<file path="src/rtl/instr_fetch_unit.sv">
// rtl/instr_fetch_unit.sv - PC owner and multi-cycle instruction fetch initiator
// Holds imem_addr for WAIT_CYCLES edges, captures imem_ins, hands it to IF/ID under stall.
module instr_fetch_unit #(
  parameter logic [15:0] RESET_PC    = 16'h0000,
  parameter logic [15:0] PC_STEP     = 16'd2,
  parameter int          WAIT_CYCLES = 6
) (
  input  logic        clk,
  input  logic        rst,
  output logic [15:0] imem_addr,
  input  logic [15:0] imem_ins,
  input  logic        stall,
  input  logic        branch_taken,
  input  logic [15:0] branch_target,
  output logic        if_valid,
  output logic [15:0] if_instr,
  output logic [15:0] if_pc,
  output logic [15:0] if_pc_plus,
  output logic        fetch_busy
);

  localparam int CW = $clog2(WAIT_CYCLES);
  localparam logic [CW-1:0] CNT_LAST = CW'(WAIT_CYCLES - 1);

  typedef enum logic {
    FETCH = 1'b0,
    HOLD  = 1'b1
  } state_t;

  state_t        state, state_n;
  logic [CW-1:0] cnt, cnt_n;
  logic [15:0]   pc, pc_n;
  logic          capture;

  always_ff @(posedge clk) begin
    if (rst) begin
      state      <= FETCH;
      cnt        <= '0;
      pc         <= RESET_PC;
      if_instr   <= '0;
      if_pc      <= '0;
      if_pc_plus <= '0;
    end else begin
      state <= state_n;
      cnt   <= cnt_n;
      pc    <= pc_n;
      if (capture) begin
        if_instr   <= imem_ins;
        if_pc      <= pc;
        if_pc_plus <= pc + PC_STEP;
      end
    end
  end

  // A redirect overrides both the capture edge and a pending consume.
  always_comb begin
    state_n = state;
    cnt_n   = cnt;
    pc_n    = pc;
    capture = 1'b0;
    if (branch_taken) begin
      pc_n    = branch_target;
      cnt_n   = '0;
      state_n = FETCH;
    end else begin
      case (state)
        FETCH: begin
          if (cnt == CNT_LAST) begin
            capture = 1'b1;
            cnt_n   = '0;
            state_n = HOLD;
          end else begin
            cnt_n = cnt + CW'(1);
          end
        end
        HOLD: begin
          if (!stall) begin
            pc_n    = pc + PC_STEP;
            cnt_n   = '0;
            state_n = FETCH;
          end
        end
        default: state_n = FETCH;
      endcase
    end
  end

  assign imem_addr  = pc;
  assign if_valid   = (state == HOLD);
  assign fetch_busy = (state == FETCH);

endmodule

</file>
<file path="config.mk">
export PLATFORM = sky130hd
export DESIGN_NAME = instr_fetch_unit
export DESIGN_NICKNAME = d
export VERILOG_FILES = /design/src/rtl/instr_fetch_unit.sv
export SDC_FILE = /design/constraint.sdc
export NUM_CORES = 1
export LEC_CHECK = 0
export CAP_MARGIN = 25
export CORE_MARGIN = 2
export CORE_UTILIZATION = 41
export DETAILED_ROUTE_END_ITERATION = 16
export GPL_ROUTABILITY_DRIVEN = 1
export PLACE_DENSITY_LB_ADDON = 0.2
export SKIP_CTS_REPAIR_TIMING = 1
export SLEW_MARGIN = 20
export SYNTH_ARGS = -nofsm -noshare
export SYNTH_HDL_FRONTEND = slang
export SYNTH_SLANG_ARGS = --single-unit
export TNS_END_PERCENT = 1
</file>
<file path="constraint.sdc">
create_clock -name clk -period 1.6 [get_ports clk]
set_input_delay 0.32 -clock clk [delete_from_list [all_inputs] [get_ports clk]]
set_output_delay 0.32 -clock clk [all_outputs]
set_load 0.05 [all_outputs]
</file>
==> results.toml, run 1 <==
[outcome]
status = "complete, no violations"

[yosys]
ys_seq_area_frac = 0.452
yosysTopAreaCellShare = 0.452
ys_seq_elements = 67
ys_warn_count = 0
synth.net_count = 391
synthCells = 354
synth.area.top_cells = "dfxtp_1 45%, nand2_1 9.0%, a21oi_1 7.9%"
yosysTopAreaCell = "dfxtp_1"
synth_area_per_cell_um2 = 8.39
synthDistinctLibCells = 37
syn_area_um2 = 2970

[die]
fp.dieH_um = 89.1
die_area_um2 = 7940
io_pins = 102
start_util = 0.416
rows = 31
die_w_um = 89.1
core_um2 = 7140

[global_routing]
grt_antenna_before_repair = 0
grt_pass1_wl_um = 12300
grt_pass1_vias = 2572
gr-total-overflow = 0
grt_max_degree = 68
grt.total_usage = 0.201

[layout]
diodes = 0
num-nets-final = 494
fillers = 647
final_cell_mix = "71 x nand2_1, 66 x buf_4, 53 x dfxtp_1"
final_cells = 561
final_common_cell = "nand2_1"
area_growth_pct = 52.2
drive_above_1_share = 0.299

[drt]
route.vias.total = 2813
ant_nets = 0
drt_iter0_drc = 148
finalWirelength_um = 7870
post_drt_via_cell_ratio = 5.01
drt_pass1_iterations = 4
wl_per_cell_um = 14.0
drc_errors = 0

[hold_path]
whs_path_depth = 2
hold_class = "register to register"
worstHoldEndpoint = "if_pc_plus[1]"
hold_start = "if_pc_plus[1]"

[timing]
fmax_mhz = 626
relSlewSlack = 0.791
worstMarginPinSlew_ns = 0.313
setup_tns_ns = 0
finalHoldViolCount = 0
finalSetupViolCount = 0
holdWs_ns = 0.454
setup_ws_ns = 0.00307
slew_viol_final = 0
fin_crit_sh = 0.998
rsz0062_at_grt = "yes"
layout_min_cycle_time_ns = 1.60
clock_skew_ns = 0.00960

[worst_setup_path]
r2r.worst_path.cells = 6
reg2reg_setup_slack_ns = 0.05
critPathMaxFanout = 4
crit_path_start_kind = "primary input"
endpoint_kind = "register"
r2r-end = "if_pc_plus[11]"
rr_startpoint = "if_valid"
arrival_ns = 1.84
worst-setup-path-type = "primary input to register"
required_ns = 1.84

[placed_design]
port_buffers = 101
routabilityCongestion = 0.856
dpl.cell_count = 543
post-place-ws_ns = -0.333
hpwl_um = 5470

[run]
maxCapViolCount = 0

[pwr]
p_seq_frac = 0.461
leakage_nw = 1.73
powerDensity_nw_per_um2 = 846
p_sw_frac = 0.252
p_sw_uw = 963
combPwrFrac = 0.127
p_int_mw = 2.86
ir_drop_v = 0.000468
power_frac_clock = 0.412

[clock_tree]
numCtsBuffers = 9
clockBufferDepth = 2
cts-root-buf = "clkbuf_8"
cts_tree = "built"
path_clk_slew_ns = 0.08
cts_sinks = 67
h-tree-depth = 3
clkLatencyLatePin_ns = 0.35
-- cell families (layout without fill, tap and decap cells) --
logic type	count (synthesis)	count (layout)	share of synthesized area
mux	6	6	0.0211
buf+inv	44	152	0.0704
flops	67	67	0.452
xor+xnor	25	25	0.0737
fa+ha+maj	1	1	0.00421
simple gates	134	134	0.221
compound gates	77	77	0.158
-- worst max-delay path, stage by stage --
cell             delay [ns]
clkdlybuf4s50_1        0.48
nand4b_1               0.38
nor4_2                 0.38
xor2_1                 0.11
o21a_1                 0.17
-- power by group through the flow --
stage,Combinational (mW),Clock (mW),Sequential [mW]
6_report,0.485,1.58,1.76
5_1_grt,0.515,1.68,1.77
4_1_cts,0.485,1.60,1.76
3_5_place_dp,0.481,0,1.80
3_3_place_gp,0.479,0,1.80
2_1_floorplan,0.155,0,1.86
-- worst max path at each step --
stage / slack (ns) / depth (start not counted) / startpoint / end
6_report: 0.003 / 5 / stall / imem_addr[15]
5_1_grt: -0.03 / 4 / imem_addr[4] / if_pc_plus[14]
4_1_cts: 0.01 / 5 / stall / imem_addr[2]
3_5_place_dp: -0.33 / 6 / stall / imem_addr[8]
3_3_place_gp: -0.28 / 6 / stall / imem_addr[8]
2_1_floorplan: -0.02 / 5 / imem_addr[1] / imem_addr[15]
-- flip-flops by register name, summed over array words and instances, names as in the netlist --
signal / flops
if_pc: 16
cnt: 3
if_instr: 16
if_valid: 1
imem_addr: 16
if_pc_plus: 15
-- stage by stage --
stage	total power [mW]	instance area [um2]	util
after CTS	3.85	4450	0.624
final	3.82	4520	0.633
after detailed placement	2.28	4230	0.592
after global routing	3.97	4520	0.633
after floorplan	2.01	3010	-
after global placement	2.27	4230	0.592
-- synth_stat cells --
master	n
nor4_1	5
or2_2	1
nand2_1	71
nor2_1	22
nand2b_1	1
nor3_1	11
nand4bb_1	1
nor2_2	1
nand4_1	5
buf_1	1
nand4b_1	1
xor2_1	9
a32oi_1	1
nand3_1	5
buf_6	3
xnor2_1	16
o21ai_0	3
nor4bb_1	1
buf_2	13
nand3b_1	1
dfxtp_1	67
clkbuf_2	1
nor4_2	2
inv_1	14
a21oi_1	47
mux2_2	2
mux2i_1	4
o21a_1	10
ha_1	1
a21o_1	2
a211oi_2	3
or3_1	3
nor4_4	1
clkbuf_1	11
nand4_4	2
a211oi_1	11
buf_4	1
-- layout make-up --
cell class | count | area, um2 | area share
clock inverters | 4 | 52.6 | 0.0116
repair buffers | 122 | 1260 | 0.279
inverters | 14 | 52.6 | 0.0116
well taps | 99 | 124 | 0.0274
multi-input cells | 243 | 1490 | 0.329
clock buffers | 12 | 176 | 0.0390
flip-flops and latches | 67 | 1370 | 0.302
-- routing by layer --
layer,global-route usage,part of all wire,up-vias
met4,0.0841,0.015,0
met5,0,0,-
met2,0.319,0.50,77
li1,-,-,1393
met1,0.261,0.42,1332
met3,0.0489,0.058,11
Power figures use the tool's default switching activity.
==> inputs of run 2 (changes only) <==
- CORE_UTILIZATION: 41 -> 45
- clock period: 1.6 -> 1.8 ns (I/O delays scaled with it)
==> run 2 against run 1 <==
Register-to-register slack better by 0.08 ns; clock power decreased by 16%; sequential share of layout area increased by 1.6 points; routed wire length shrank 5.3%; via count down 2.1%; critical path depth stayed put; power down 14%; worst setup slack improved by 0.12 ns; cell area fell by 6.4%; die area is 8.5% lower; global-route usage grew 1.2 points; largest power group unchanged; highest routed layer unchanged.
==> results.toml, run 2 (same netlist as run 1, synthesis figures left out) <==
[pwr]
ir_drop_v = 0.000592
p_int_mw = 2.47
p_seq_frac = 0.473
p_sw_frac = 0.247
power_frac_clock = 0.406
p_sw_uw = 812
powerDensity_nw_per_um2 = 776
finalPower_mw = 3.28
combPwrFrac = 0.121
leakage_nw = 1.65

[placed_design]
post-place-ws_ns = -0.124
routabilityCongestion = 0.882
port_buffers = 101
place_area_um2 = 4020
dpl.cell_count = 518
hpwl_um = 5170

[worst_setup_path]
r2r.worst_path.cells = 5
required_ns = 2.04
crit_path_start_kind = "register"
reg2reg_setup_slack_ns = 0.13
r2r-end = "imem_addr[15]"
worst-setup-path-type = "register to register"
arrival_ns = 1.91
rr_startpoint = "imem_addr[1]"
endpoint_kind = "register"
critPathMaxFanout = 10

[drt]
post_drt_via_cell_ratio = 5.16
drt_iter0_drc = 188
drc_errors = 0
drt_pass1_iterations = 4
wl_per_cell_um = 14.0
route.vias.total = 2754
finalWirelength_um = 7450
ant_nets = 0

[timing]
layout_min_cycle_time_ns = 1.67
setup_ws_ns = 0.127
fin_crit_sh = 0.929
rsz0062_at_grt = "no"
slew_viol_final = 0
clock_skew_ns = 0.00673
finalHoldViolCount = 0
finalSetupViolCount = 0
relSlewSlack = 0.723
setup_tns_ns = 0
worstMarginPinSlew_ns = 0.415
fmax_mhz = 598

[global_routing]
grt_antenna_before_repair = 0
grt.total_usage = 0.213
grt_pass1_vias = 2648
grt_max_degree = 68
gr-total-overflow = 0
grt_pass1_wl_um = 12400

[layout]
diodes = 0
final_cell_mix = "71 x nand2_1, 71 x buf_4, 63 x dfxtp_1"
fillers = 540
drive_above_1_share = 0.249
num-nets-final = 489
area_growth_pct = 42.5
register_area_um2 = 1350
multi_input_area_um2 = 1430
fin_area_um2 = 4230
final_cells = 534

[die]
rows = 29
fp.dieH_um = 85.2
core_um2 = 6350
die_w_um = 85.2
die_area_um2 = 7260
io_pins = 102
start_util = 0.468

[hold_path]
whs_path_depth = 2
worstHoldEndpoint = "if_instr[13]"
hold_class = "register to register"
hold_start = "if_instr[13]"

[clock_tree]
h-tree-depth = 3
path_clk_slew_ns = 0.07
clockBufferDepth = 2
cts-root-buf = "clkbuf_8"
numCtsBuffers = 9
cts_sinks = 67
clkLatencyLatePin_ns = 0.34
cts_tree = "built"

[run]
maxCapViolCount = 0

[outcome]
status = "complete, no violations"
-- run 2: worst max-delay path by stage --
stage	startpoint	endpoint	slack, ns
finish	imem_addr[1]	imem_addr[15]	0.13
global route	imem_addr[1]	imem_addr[13]	0.04
CTS	if_valid	if_pc[8]	0.08
detailed placement	stall	imem_addr[9]	-0.12
global placement	stall	imem_addr[8]	-0.09
floorplan	imem_addr[8]	imem_addr[15]	0.002
-- run 2: per-layer routing --
metal | up-vias | routed length (um) | GRT usage
met2 | 78 | 3610 | 0.336
met4 | 0 | 123 | 0.0938
met1 | 1278 | 3250 | 0.273
li1 | 1388 | - | -
met3 | 10 | 475 | 0.0564
met5 | - | 0 | 0
-- run 2: power by group through the flow --
stage                     Combinational, mW  Clock [mW]  Sequential [mW]
final                                 0.397        1.33             1.55
after CTS                             0.400        1.36             1.55
after floorplan                       0.137           0             1.65
after global placement                0.396           0             1.59
after detailed placement              0.398           0             1.59
after global routing                  0.424        1.43             1.56
-- run 2: layout make-up --
type / instances / share of cell area
Multi-Input combinational cell: 243 / 0.337
Sequential cell: 67 / 0.319
Timing Repair Buffer: 117 / 0.260
Clock buffer: 10 / 0.0302
Tap cell: 77 / 0.0228
Clock inverter: 6 / 0.0189
Inverter: 14 / 0.0124
-- run 2: stage by stage --
stage	util	hold slack [ns]
floorplan	-	0.496
global placement	0.633	0.443
detailed placement	0.633	0.448
CTS	0.666	0.458
global route	0.666	0.471
finish	0.666	0.456
-- run 2: critical path, cell delays in order (launching register included) --
cell,delay (ns)
dfxtp_4,0.34
ha_1,0.29
nand4_4,0.24
nor4_1,0.40
xor2_1,0.11
o21a_1,0.18
==> inputs of run 3 (changes only) <==
- CORE_UTILIZATION: 45 -> 41
- clock period: 1.8 -> 1.47 ns (I/O delays scaled with it)
==> run 3 against run 2 <==
Routed wire length is 21% higher; register-to-register slack worse by 0.14 ns; sequential cell count stayed put; combinational power is 43% higher; via count is 6.9% higher; final cell count is 7.5% higher; die area is 9.3% higher; largest power group unchanged; the flow now finishes with violations (negative setup slack).
==> results.toml, run 3 (same netlist as run 1, synthesis figures left out) <==
[worst_setup_path]
max_stage_delay_ns = 0.43
reg2reg_setup_slack_ns = -0.01
arrival_ns = 1.75
worst-setup-path-type = "primary input to register"
cp.depth = 5
crit_path_start_kind = "primary input"
r2r-end = "imem_addr[6]"
path_cells = "clkdlybuf4s50_1, nand2b_2, or3_1, a21o_1, a21oi_1"
r2r.worst_path.cells = 5
cpLargestDelayFamily = "simple AND/OR/NAND/NOR gates"
endpoint_kind = "register"
critPathMaxFanout = 11
critPathBufInv = 1
slowest_stage = "clkdlybuf4s50_1"
required_ns = 1.73
rr_startpoint = "imem_addr[1]"

[global_routing]
grt_antenna_before_repair = 0
grt_pass1_wl_um = 13200
grt_max_degree = 68
grt.total_usage = 0.216
gr-total-overflow = 0
grt_pass1_vias = 2680

[clock_tree]
h-tree-depth = 3
path_clk_slew_ns = 0.08
cts_sinks = 67
clkLatencyLatePin_ns = 0.34
numCtsBuffers = 9
cts-root-buf = "clkbuf_8"
cts_tree = "built"
clockBufferDepth = 2

[placed_design]
hpwl_um = 6100
dpl.cell_count = 552
routabilityCongestion = 0.852
port_buffers = 101

[drt]
drt_pass1_iterations = 4
drt_iter0_drc = 130
wl_per_cell_um = 15.7
finalWirelength_um = 9010
route.vias.total = 2943
drc_errors = 0
ant_nets = 0
post_drt_via_cell_ratio = 5.13

[timing]
fin_crit_sh = 1.01
holdWs_ns = 0.444
slew_viol_final = 0
setup_ws_ns = -0.0199
fmax_mhz = 671
relSlewSlack = 0.792
finalHoldViolCount = 0
finalSetupViolCount = 2
layout_min_cycle_time_ns = 1.49
clock_skew_ns = 0.00829
rsz0062_at_grt = "yes"
worstMarginPinSlew_ns = 0.312

[layout]
area_growth_pct = 80.9
final_cells = 574
final_common_cell = "buf_12"
drive_above_1_share = 0.337
final_cell_mix = "72 x buf_12, 71 x nand2_1, 52 x dfxtp_1"
fin_util = 0.752
fillers = 511
num-nets-final = 507
diodes = 0

[die]
die_w_um = 89.1
io_pins = 102
core_um2 = 7140
fp.dieH_um = 89.1
die_area_um2 = 7940
start_util = 0.416
rows = 31

[pwr]
leakage_nw = 1.99
powerDensity_nw_per_um2 = 761
ir_drop_v = 0.000542

[run]
maxCapViolCount = 0

[outcome]
violations = "negative setup slack"
status = "finished with violations"

[hold_path]
whs_path_depth = 3
hold_class = "primary input to register"
worstHoldEndpoint = "if_instr[11]"
hold_start = "rst"
## run 3: layout make-up
type,count,area (um2),area share
Clock buffer,11,151,0.0282
Tap cell,99,124,0.0231
Multi-Input combinational cell,243,1550,0.288
Timing Repair Buffer,135,2050,0.382
Sequential cell,67,1390,0.258
Clock inverter,5,58.8,0.0110
Inverter,14,52.6,0.00979
## run 3: how the worst max path moves through the flow
stage	startpoint	end	slack, ns
global placement	stall	imem_addr[2]	-0.36
detailed placement	stall	imem_addr[2]	-0.42
CTS	stall	imem_addr[5]	-0.07
floorplan	imem_addr[8]	imem_addr[15]	-0.03
finish	stall	imem_addr[5]	-0.02
global route	stall	imem_addr[5]	-0.06
## run 3: report_power, final
| group | internal [mW] | switching (mW) |
|---|---|---|
| clock | 0.883 | 0.728 |
| combinational | 0.296 | 0.272 |
| sequential | 1.84 | 0.0681 |
## run 3: through the flow
stage / total power, mW / worst slack [ns] / TNS, ns / cell area (um2)
final: 4.09 / -0.0199 / -0.0327 / 5370
after global routing: 4.23 / -0.0569 / -0.591 / 5370
after CTS: 4.11 / -0.0714 / -0.227 / 5190
after detailed placement: 2.51 / -0.417 / -8.37 / 4980
after global placement: 2.50 / -0.362 / -6.59 / 4980
after floorplan: 2.19 / -0.0284 / -0.107 / 3060
## run 3: routing by layer
| layer | wire length, um | track usage | vias up |
|---|---|---|---|
| li1 | - | - | 1427 |
| met1 | 3800 | 0.281 | 1408 |
| met2 | 4550 | 0.351 | 89 |
| met3 | 520 | 0.0619 | 19 |
| met4 | 149 | 0.0624 | 0 |
| met5 | 0 | 0 | - |
## run 3: worst min-delay path, cell delays in order
cell and delay, ns:
buf_2 0.11, buf_12 0.19, a21oi_1 0.13
